<file path="config.mk">
export PLATFORM = sky130hd
export DESIGN_NAME = panda_writeback_stage
export DESIGN_NICKNAME = d
export VERILOG_FILES = /design/src/rtl/panda_pkg.sv /design/src/rtl/panda_load_align.sv /design/src/rtl/panda_writeback_stage.sv
export SDC_FILE = /design/constraint.sdc
export NUM_CORES = 1
export LEC_CHECK = 0
export CAP_MARGIN = 20
export CORE_ASPECT_RATIO = 1.4
export CORE_UTILIZATION = 38
export DETAILED_ROUTE_END_ITERATION = 8
export PLACE_DENSITY = 0.74
export SYNTH_ARGS = -nofsm -noshare
export SYNTH_HDL_FRONTEND = slang
export SYNTH_SLANG_ARGS = --single-unit
export TNS_END_PERCENT = 30
</file>
<file path="constraint.sdc">
create_clock -name clk_i -period 1.7 [get_ports clk_i]
set_clock_uncertainty 0.1 [all_clocks]
set_input_delay 0.51 -clock clk_i [delete_from_list [all_inputs] [get_ports clk_i]]
set_output_delay 0.51 -clock clk_i [all_outputs]
set_load 0.02 [all_outputs]
</file>
<file path="src/rtl/panda_pkg.sv">
// Shared types and widths for the Panda core writeback stage.
package panda_pkg;

    localparam int XLEN       = 32;
    localparam int REG_ADDR_W = 5;

    // Load funct3 encodings; 011, 110 and 111 are not defined and read as LW.
    typedef enum logic [2:0] {
        LT_LB  = 3'b000,
        LT_LH  = 3'b001,
        LT_LW  = 3'b010,
        LT_LBU = 3'b100,
        LT_LHU = 3'b101
    } load_type_e;

    typedef enum logic {
        WB_IDLE      = 1'b0,
        WB_WAIT_LOAD = 1'b1
    } wb_state_e;

endpackage

</file>
<file path="src/rtl/panda_load_align.sv">
// Combinational load-data alignment: selects the addressed byte or halfword
// from a word-aligned memory response and sign/zero-extends it.
module panda_load_align
    import panda_pkg::*;
(
    input  logic [XLEN-1:0] rdata_i,
    input  logic [2:0]      load_type_i,
    input  logic [1:0]      addr_lsb_i,
    output logic [XLEN-1:0] aligned_o
);

    logic [7:0]  byte_sel;
    logic [15:0] half_sel;

    // Pick the addressed byte and halfword lanes out of the response word.
    always_comb begin
        byte_sel = rdata_i[7:0];
        case (addr_lsb_i)
            2'd0:    byte_sel = rdata_i[7:0];
            2'd1:    byte_sel = rdata_i[15:8];
            2'd2:    byte_sel = rdata_i[23:16];
            default: byte_sel = rdata_i[31:24];
        endcase
        // Halfwords ignore addr_lsb[0]; only the upper/lower half matters.
        half_sel = addr_lsb_i[1] ? rdata_i[31:16] : rdata_i[15:0];
    end

    // Extend the selected lane according to the load type; unknown types act as LW.
    always_comb begin
        aligned_o = rdata_i;
        case (load_type_i)
            LT_LB:   aligned_o = {{24{byte_sel[7]}}, byte_sel};
            LT_LBU:  aligned_o = {24'h000000, byte_sel};
            LT_LH:   aligned_o = {{16{half_sel[15]}}, half_sel};
            LT_LHU:  aligned_o = {16'h0000, half_sel};
            default: aligned_o = rdata_i;
        endcase
    end

endmodule

</file>
<file path="src/rtl/panda_writeback_stage.sv">
// Panda core writeback stage: retires instructions from the memory stage and
// drives the register-file write port through registered outputs. Loads park
// in WAIT_LOAD until the data-memory response returns.
module panda_writeback_stage
    import panda_pkg::*;
(
    input  logic                  clk_i,
    input  logic                  rst_ni,
    input  logic                  wb_valid_i,
    output logic                  wb_ready_o,
    input  logic [REG_ADDR_W-1:0] rd_addr_i,
    input  logic                  rd_we_i,
    input  logic [XLEN-1:0]       result_i,
    input  logic                  load_i,
    input  logic [2:0]            load_type_i,
    input  logic [1:0]            addr_lsb_i,
    input  logic                  data_rvalid_i,
    input  logic [XLEN-1:0]       data_rdata_i,
    input  logic                  data_err_i,
    output logic [REG_ADDR_W-1:0] rd_addr_o,
    output logic [XLEN-1:0]       rd_data_o,
    output logic                  rd_we_o,
    output logic                  retire_o,
    output logic                  load_err_o
);

    wb_state_e             state_q, state_d;

    // Context of the load waiting for its response.
    logic [REG_ADDR_W-1:0] held_rd_q, held_rd_d;
    logic                  held_we_q, held_we_d;
    logic [2:0]            held_type_q, held_type_d;
    logic [1:0]            held_lsb_q, held_lsb_d;

    // Registered write-port and status outputs.
    logic [REG_ADDR_W-1:0] rd_addr_q, rd_addr_d;
    logic [XLEN-1:0]       rd_data_q, rd_data_d;
    logic                  rd_we_q, rd_we_d;
    logic                  retire_q, retire_d;
    logic                  load_err_q, load_err_d;

    logic [XLEN-1:0]       load_data;

    panda_load_align u_align (
        .rdata_i     (data_rdata_i),
        .load_type_i (held_type_q),
        .addr_lsb_i  (held_lsb_q),
        .aligned_o   (load_data)
    );

    assign wb_ready_o = (state_q == WB_IDLE);

    // Next-state and next-output logic; pulses default low, write port holds.
    always_comb begin
        state_d     = state_q;
        held_rd_d   = held_rd_q;
        held_we_d   = held_we_q;
        held_type_d = held_type_q;
        held_lsb_d  = held_lsb_q;
        rd_addr_d   = rd_addr_q;
        rd_data_d   = rd_data_q;
        rd_we_d     = 1'b0;
        retire_d    = 1'b0;
        load_err_d  = 1'b0;

        case (state_q)
            WB_IDLE: begin
                if (wb_valid_i) begin
                    if (load_i) begin
                        held_rd_d   = rd_addr_i;
                        held_we_d   = rd_we_i;
                        held_type_d = load_type_i;
                        held_lsb_d  = addr_lsb_i;
                        state_d     = WB_WAIT_LOAD;
                    end else begin
                        // x0 is hardwired zero, so it is never written.
                        rd_we_d   = rd_we_i && (rd_addr_i != '0);
                        rd_addr_d = rd_addr_i;
                        rd_data_d = result_i;
                        retire_d  = 1'b1;
                    end
                end
            end
            WB_WAIT_LOAD: begin
                if (data_rvalid_i) begin
                    rd_addr_d = held_rd_q;
                    state_d   = WB_IDLE;
                    if (data_err_i) begin
                        load_err_d = 1'b1;
                    end else begin
                        rd_we_d   = held_we_q && (held_rd_q != '0);
                        rd_data_d = load_data;
                        retire_d  = 1'b1;
                    end
                end
            end
            default: state_d = WB_IDLE;
        endcase
    end

    // State, held load context and registered outputs; reset abandons any pending load.
    always_ff @(posedge clk_i or negedge rst_ni) begin
        if (!rst_ni) begin
            state_q     <= WB_IDLE;
            held_rd_q   <= '0;
            held_we_q   <= 1'b0;
            held_type_q <= '0;
            held_lsb_q  <= '0;
            rd_addr_q   <= '0;
            rd_data_q   <= '0;
            rd_we_q     <= 1'b0;
            retire_q    <= 1'b0;
            load_err_q  <= 1'b0;
        end else begin
            state_q     <= state_d;
            held_rd_q   <= held_rd_d;
            held_we_q   <= held_we_d;
            held_type_q <= held_type_d;
            held_lsb_q  <= held_lsb_d;
            rd_addr_q   <= rd_addr_d;
            rd_data_q   <= rd_data_d;
            rd_we_q     <= rd_we_d;
            retire_q    <= retire_d;
            load_err_q  <= load_err_d;
        end
    end

    assign rd_addr_o  = rd_addr_q;
    assign rd_data_o  = rd_data_q;
    assign rd_we_o    = rd_we_q;
    assign retire_o   = retire_q;
    assign load_err_o = load_err_q;

endmodule

</file>
Word level (Yosys, flattened, before mapping)
Index checks and enable logic that the tools add are counted.
{"block": "classes", "n_eq_ne": 9, "n_bitwise": 1, "reduce_logical": 9, "n_mux": 29}
{"cell": "$mux 32", "n": 4}
{"cell": "$pmux 32 s4", "n": 1}
{"cell": "$pmux 32 s2", "n": 1}
{"cell": "$pmux 8 s3", "n": 1}
{"cell": "$mux 16", "n": 1}
{"cell": "$mux 5", "n": 3}
{"cell": "$mux 1", "n": 14}
{"cell": "$pmux 5 s2", "n": 1}
{"cell": "$reduce_bool 5->1", "n": 2}
{"cell": "$ne 2x2->1 const B", "n": 4}
{"cell": "$eq 3x3->1 const B", "n": 2}
{"cell": "$pmux 1 s2", "n": 3}
{"cell": "$reduce_and 3->1", "n": 2}
{"cell": "$reduce_and 4->1", "n": 1}
{"cell": "$eq 3x1->1 const B", "n": 1}
{"cell": "$logic_not 3->1", "n": 1}
{"cell": "$eq 2x1->1 const B", "n": 1}
{"cell": "$eq 2x2->1 const B", "n": 1}
{"cell": "$logic_and 1x1->1", "n": 2}
{"cell": "$logic_not 2->1", "n": 1}
{"cell": "$not 1->1", "n": 1}
{"block": "totals", "out_inout_bits": 41, "wordCells": 58, "ff_bits": 52}

Longest topological paths before layout
{"block": "logic_depth", "depth_word": 6, "mapped_depth": 7, "mapped_depth_nobuf": 5}

Cells and area by module
From an unflattened synthesis, not the netlist that was laid out.
{"block": "unflattened", "hier_cells": 294, "hier_area_um2": 3532.1}
{"mod": "panda_writeback_stage", "area_per_inst_um2": 2562.5, "cells_per_inst": 161, "n_inst": 1, "seq_area_each_um2": 1301.2}
{"mod": "panda_load_align", "area_per_inst_um2": 969.7, "cells_per_inst": 133, "n_inst": 1, "seq_area_each_um2": 0.0}

Least setup slack after synthesis
OpenSTA, ideal clock, no wires.
{"block": "synth_timing", "path_kind": "flip-flop to flip-flop", "from": "register held_lsb_q[1]", "to": "register rd_data_q[24] (netlist: rd_data_o[24])", "path_buffers": 2, "setup_slack_ns": -0.023, "required_time_ns": 1.513, "period_less_slack_ns": 1.723, "stages_incl_launch_ff": 7, "arrival_time_ns": 1.536, "setup_time_ns": 0.087, "cell_sequence": "dfrtp_1 buf_6 mux2i_1 mux2_2 o31a_1 buf_6 a211oi_2"}
{"block": "synth_via", "elab_chain_len": 6, "word_cells_on_any_way": 9}
{"element": "start: declaration", "line": "panda_writeback_stage.sv:33", "rtl": "logic [1:0] held_lsb_q, held_lsb_d;"}
{"element": "start signal: assignment", "line": "panda_writeback_stage.sv:119", "rtl": "held_lsb_q <= held_lsb_d;"}
{"element": "$eq 2x2->1 (tied with other cells)", "line": "panda_load_align.sv:18", "rtl": "case (addr_lsb_i)"}
{"element": "$pmux 8 s3", "line": "panda_load_align.sv:18"}
{"element": "$pmux 32 s4 *", "line": "panda_load_align.sv:31", "rtl": "case (load_type_i)"}
{"element": "$mux 32 *", "line": "panda_writeback_stage.sv:88", "rtl": "if (data_err_i) begin"}
{"element": "$mux 32 *", "line": "panda_writeback_stage.sv:85", "rtl": "if (data_rvalid_i) begin"}
{"element": "$pmux 32 s2 *", "line": "panda_writeback_stage.sv:66", "rtl": "case (state_q)"}
{"element": "end signal: assignment", "line": "panda_writeback_stage.sv:121", "rtl": "rd_data_q <= rd_data_d;"}
{"element": "end: declaration", "line": "panda_writeback_stage.sv:37", "rtl": "logic [XLEN-1:0] rd_data_q, rd_data_d;"}
Mark *: on every way between the ends. The rest lies on a longest branch, timed or not. The select of a mux whose other input is x is not followed.
A chain may end at the register's enable or synchronous reset.

Worst setup path after layout
{"block": "layout_timing", "from": "register held_lsb_q[1]", "to": "register rd_data_q[31] (netlist: rd_data_o[31])"}
Same word-level chain as after synthesis.

==> impl_metrics.py <==
metrics = {
    "setup_path": {
        "r2r_slack_ns": -0.08,
        "worst-path-max-fanout": 3,
        "end_kind": "flip-flop",
        "cp.arrival_ns": 1.90,
        "cp-start-kind": "flip-flop",
        "crit_type": "flip-flop to flip-flop",
        "cp.required_ns": 1.82,
    },
    "placement": {
        "dp_hpwl_um": 6970,
        "globalplace.congestion": 0.817,
        "post-place-cells": 525,
        "place.port_buffers": 121,
    },
    "logic_synthesis": {
        "synth_top_area_cell": "dfrtp_1",
        "synth_seq_cells": 52,
        "syn_area_mm2": 0.00281,
        "ys.warnings.count": 0,
        "yosysUniqueCellTypes": 36,
        "async_reset_ff_share_pct": 100,
        "synthFlopType": "dfrtp_1",
        "yosysSeqAreaShare_pct": 46.3,
        "syn_inst": 292,
        "syn_area_per_cell_um2": 9.63,
        "yosys-top-cells-area": "dfrtp_1, mux2_2, nor2_1, a211oi_2, mux2i_1",
        "synth_top_area_share_pct": 46.3,
        "synth_edf_count": 0,
        "synth_fp_nets": 373,
    },
    "status": {
        "status": "finished, violations left",
        "violations": "negative setup slack",
    },
    "grt": {
        "grt_pass1_vias": 3134,
        "grt_pass1_wl_um": 15100,
        "grt_max_degree": 53,
        "grt.overflow.total": 0,
        "grt_usage_pct": 25.7,
        "antenna_found_initial": 0,
    },
    "job": {
        "drv_cap": 0,
    },
    "timing": {
        "finalHoldViolCount": 0,
        "tns_ns": -0.797,
        "post-route-min-period_ns": 1.78,
        "worstMarginPinSlew_ns": 0.399,
        "rsz0062_at_grt": "yes",
        "worst_slack_ns": -0.0773,
        "timing.fmax_mhz": 563,
        "finalMaxSlewViolations": 0,
        "setup_violations": 26,
        "relSlewSlack_pct": 73.3,
        "period_share_pct": 105,
    },
    "pwr": {
        "p_sw_mw": 1.82,
        "vdd_drop_max_uv": 614,
        "clockPowerShare_pct": 17.9,
        "power_frac_comb_pct": 45.7,
        "p_leak_nw": 1.99,
        "power_per_cell_area_mw_per_mm2": 1040,
        "swShare_pct": 37.7,
        "internal_power_mw": 3.01,
        "seqPwrFrac_pct": 36.4,
        "power_mw": 4.82,
    },
    "routing": {
        "wl_per_cell_um": 18.2,
        "remaining_drc_errors": 0,
        "dr_total_vias": 2993,
        "dr.first_iter.drc_count": 166,
        "drt-pass1-iter-count": 5,
        "wirelength_um": 9850,
        "ant_nets": 0,
        "vias_per_cell": 5.53,
    },
    "floorplanning": {
        "die_h_um": 104,
        "rows": 36,
        "core_area_mm2": 0.00707,
        "initial_core_util_pct": 39.8,
        "die_x_um": 74.7,
        "design.die.area_mm2": 0.00775,
        "io_pins": 122,
    },
    "cts": {
        "clock_latency_ns": 0.31,
        "cts_buffers": 5,
        "htreeDepth": 2,
        "cts_tree": "yes",
        "cts_root_buf": "clkbuf_8",
        "ctsLongestPathBuffers": 2,
        "clkSinkCount": 52,
        "cts-hold-fix-buffers": 0,
        "clk_pin_slew_ns": 0.10,
    },
    "layout": {
        "antenna_cells": 0,
        "fill_cells": 617,
        "area_growth_syn_to_layout_pct": 64.4,
        "final_common_cell": "clkdlybuf4s50_1",
        "drive_above_1_share_pct": 24.2,
        "utilization_pct": 65.4,
        "mostFrequentLayoutCells": "clkdlybuf4s50_1, dfrtp_1, dlygate4sd2_1",
        "final_net_count": 526,
        "instances_no_fill": 541,
    },
    "hold_path": {
        "hold_path_class": "input pin to asynchronous set/reset pin",
    },
}
[stage by stage]
step / instance area (um^2) / setup WS (ns) / hold slack, ns
6_report: 4620 / -0.0773 / 0.0690
5_1_grt: 4620 / -0.132 / 0.0869
4_1_cts: 4570 / -0.170 / 0.0850
3_5_place_dp: 4350 / -0.573 / 0.411
3_3_place_gp: 4350 / -0.532 / 0.400
2_1_floorplan: 2810 / -0.0227 / 0.114
[critical path, cell delays in order (launching register included)]
cell and delay (ns):
dfrtp_2 0.46, mux2i_2 0.18, mux2_4 0.27, o31a_1 0.29, buf_4 0.16, a211oi_2 0.22
[cell families (layout without fill, tap and decap cells)]
| family | after synthesis | after routing | share of synthesized area, % |
|---|---|---|---|
| DFF | 52 | 52 | 46.3 |
| AOI/OAI and AO/OA | 80 | 80 | 20.9 |
| buffers and inverters | 29 | 183 | 4.67 |
| muxes | 31 | 31 | 11.9 |
| and+or+nand+nor | 100 | 100 | 16.3 |
[flip-flops by register name, summed over array words and instances (netlist names)]
signal and cells:
rd_data_o 32, retire_o 1, held_we_q 1, held_rd_q 5
rd_we_o 1, held_type_q 3, rd_addr_o 5, held_lsb_q 2
state_q 1, load_err_o 1
[layout make-up]
type / count / area (um^2) / share of cell area, %
well taps: 95 / 119 / 2.57
repair buffers: 168 / 1560 / 33.7
clock buffers: 6 / 72.6 / 1.57
clock inverters: 2 / 35.0 / 0.758
flip-flops and latches: 52 / 1300 / 28.2
inverters: 7 / 28.8 / 0.622
multi-input cells: 211 / 1510 / 32.6
[power by group through the flow]
stage	Combinational, mW	Clock (mW)	Sequential, mW
after global routing	2.35	0.910	1.79
after CTS	2.14	0.882	1.75
after detailed placement	2.22	0	1.78
final	2.20	0.865	1.76
after global placement	2.19	0	1.77
after floorplan	0.807	0	2.07
[cell usage after synthesis, drive strengths merged, types with 3 or more instances]
cell and instances:
dfrtp 52, nor2 37, nand2 24, mux2 19, a211oi 16, nor3 16, o22ai 14, a21oi 13
clkbuf 12, mux2i 12, o21ai 11, buf 10, a221oi 8, a22oi 7, inv 6, nand2b 6
and2 5, nand3 5, a21o 3
[worst paths after layout]
check	cells after the start	to	from
setup / recovery	5	rd_data_o[31]$_DFFE_PN0P_	held_lsb_q[1]$_DFFE_PN0P_
min in group clk_i	2	load_err_o$_DFF_PN0_	data_err_i
hold / removal	2	rd_data_o[13]$_DFFE_PN0P_	rst_ni
hold reg to reg	1	held_we_q$_DFFE_PN0P_	held_we_q$_DFFE_PN0P_
setup reg to reg	5	rd_data_o[31]$_DFFE_PN0P_	held_lsb_q[1]$_DFFE_PN0P_
max in group asynchronous	2	held_lsb_q[1]$_DFFE_PN0P_	rst_ni
[timing repair]
item / 4_1_cts / 5_1_grt
buffers inserted: 4 / 5
endpoints found under the setup margin: 71 / 34
gates cloned: 1 / 0
pin swaps: 5 / 10
gates resized for setup: 72 / 20
endpoints found under the hold margin: 0 / 0
[layer usage]
layer | GRT usage [%] | up-vias | part of all wire [%]
met5 | 0 | - | 0
met2 | 44.7 | 151 | 51
met4 | 11.5 | 0 | 4.0
met1 | 28.5 | 1445 | 37
li1 | - | 1365 | -
met3 | 6.32 | 32 | 7.9
(Power assumes the default switching activity.)
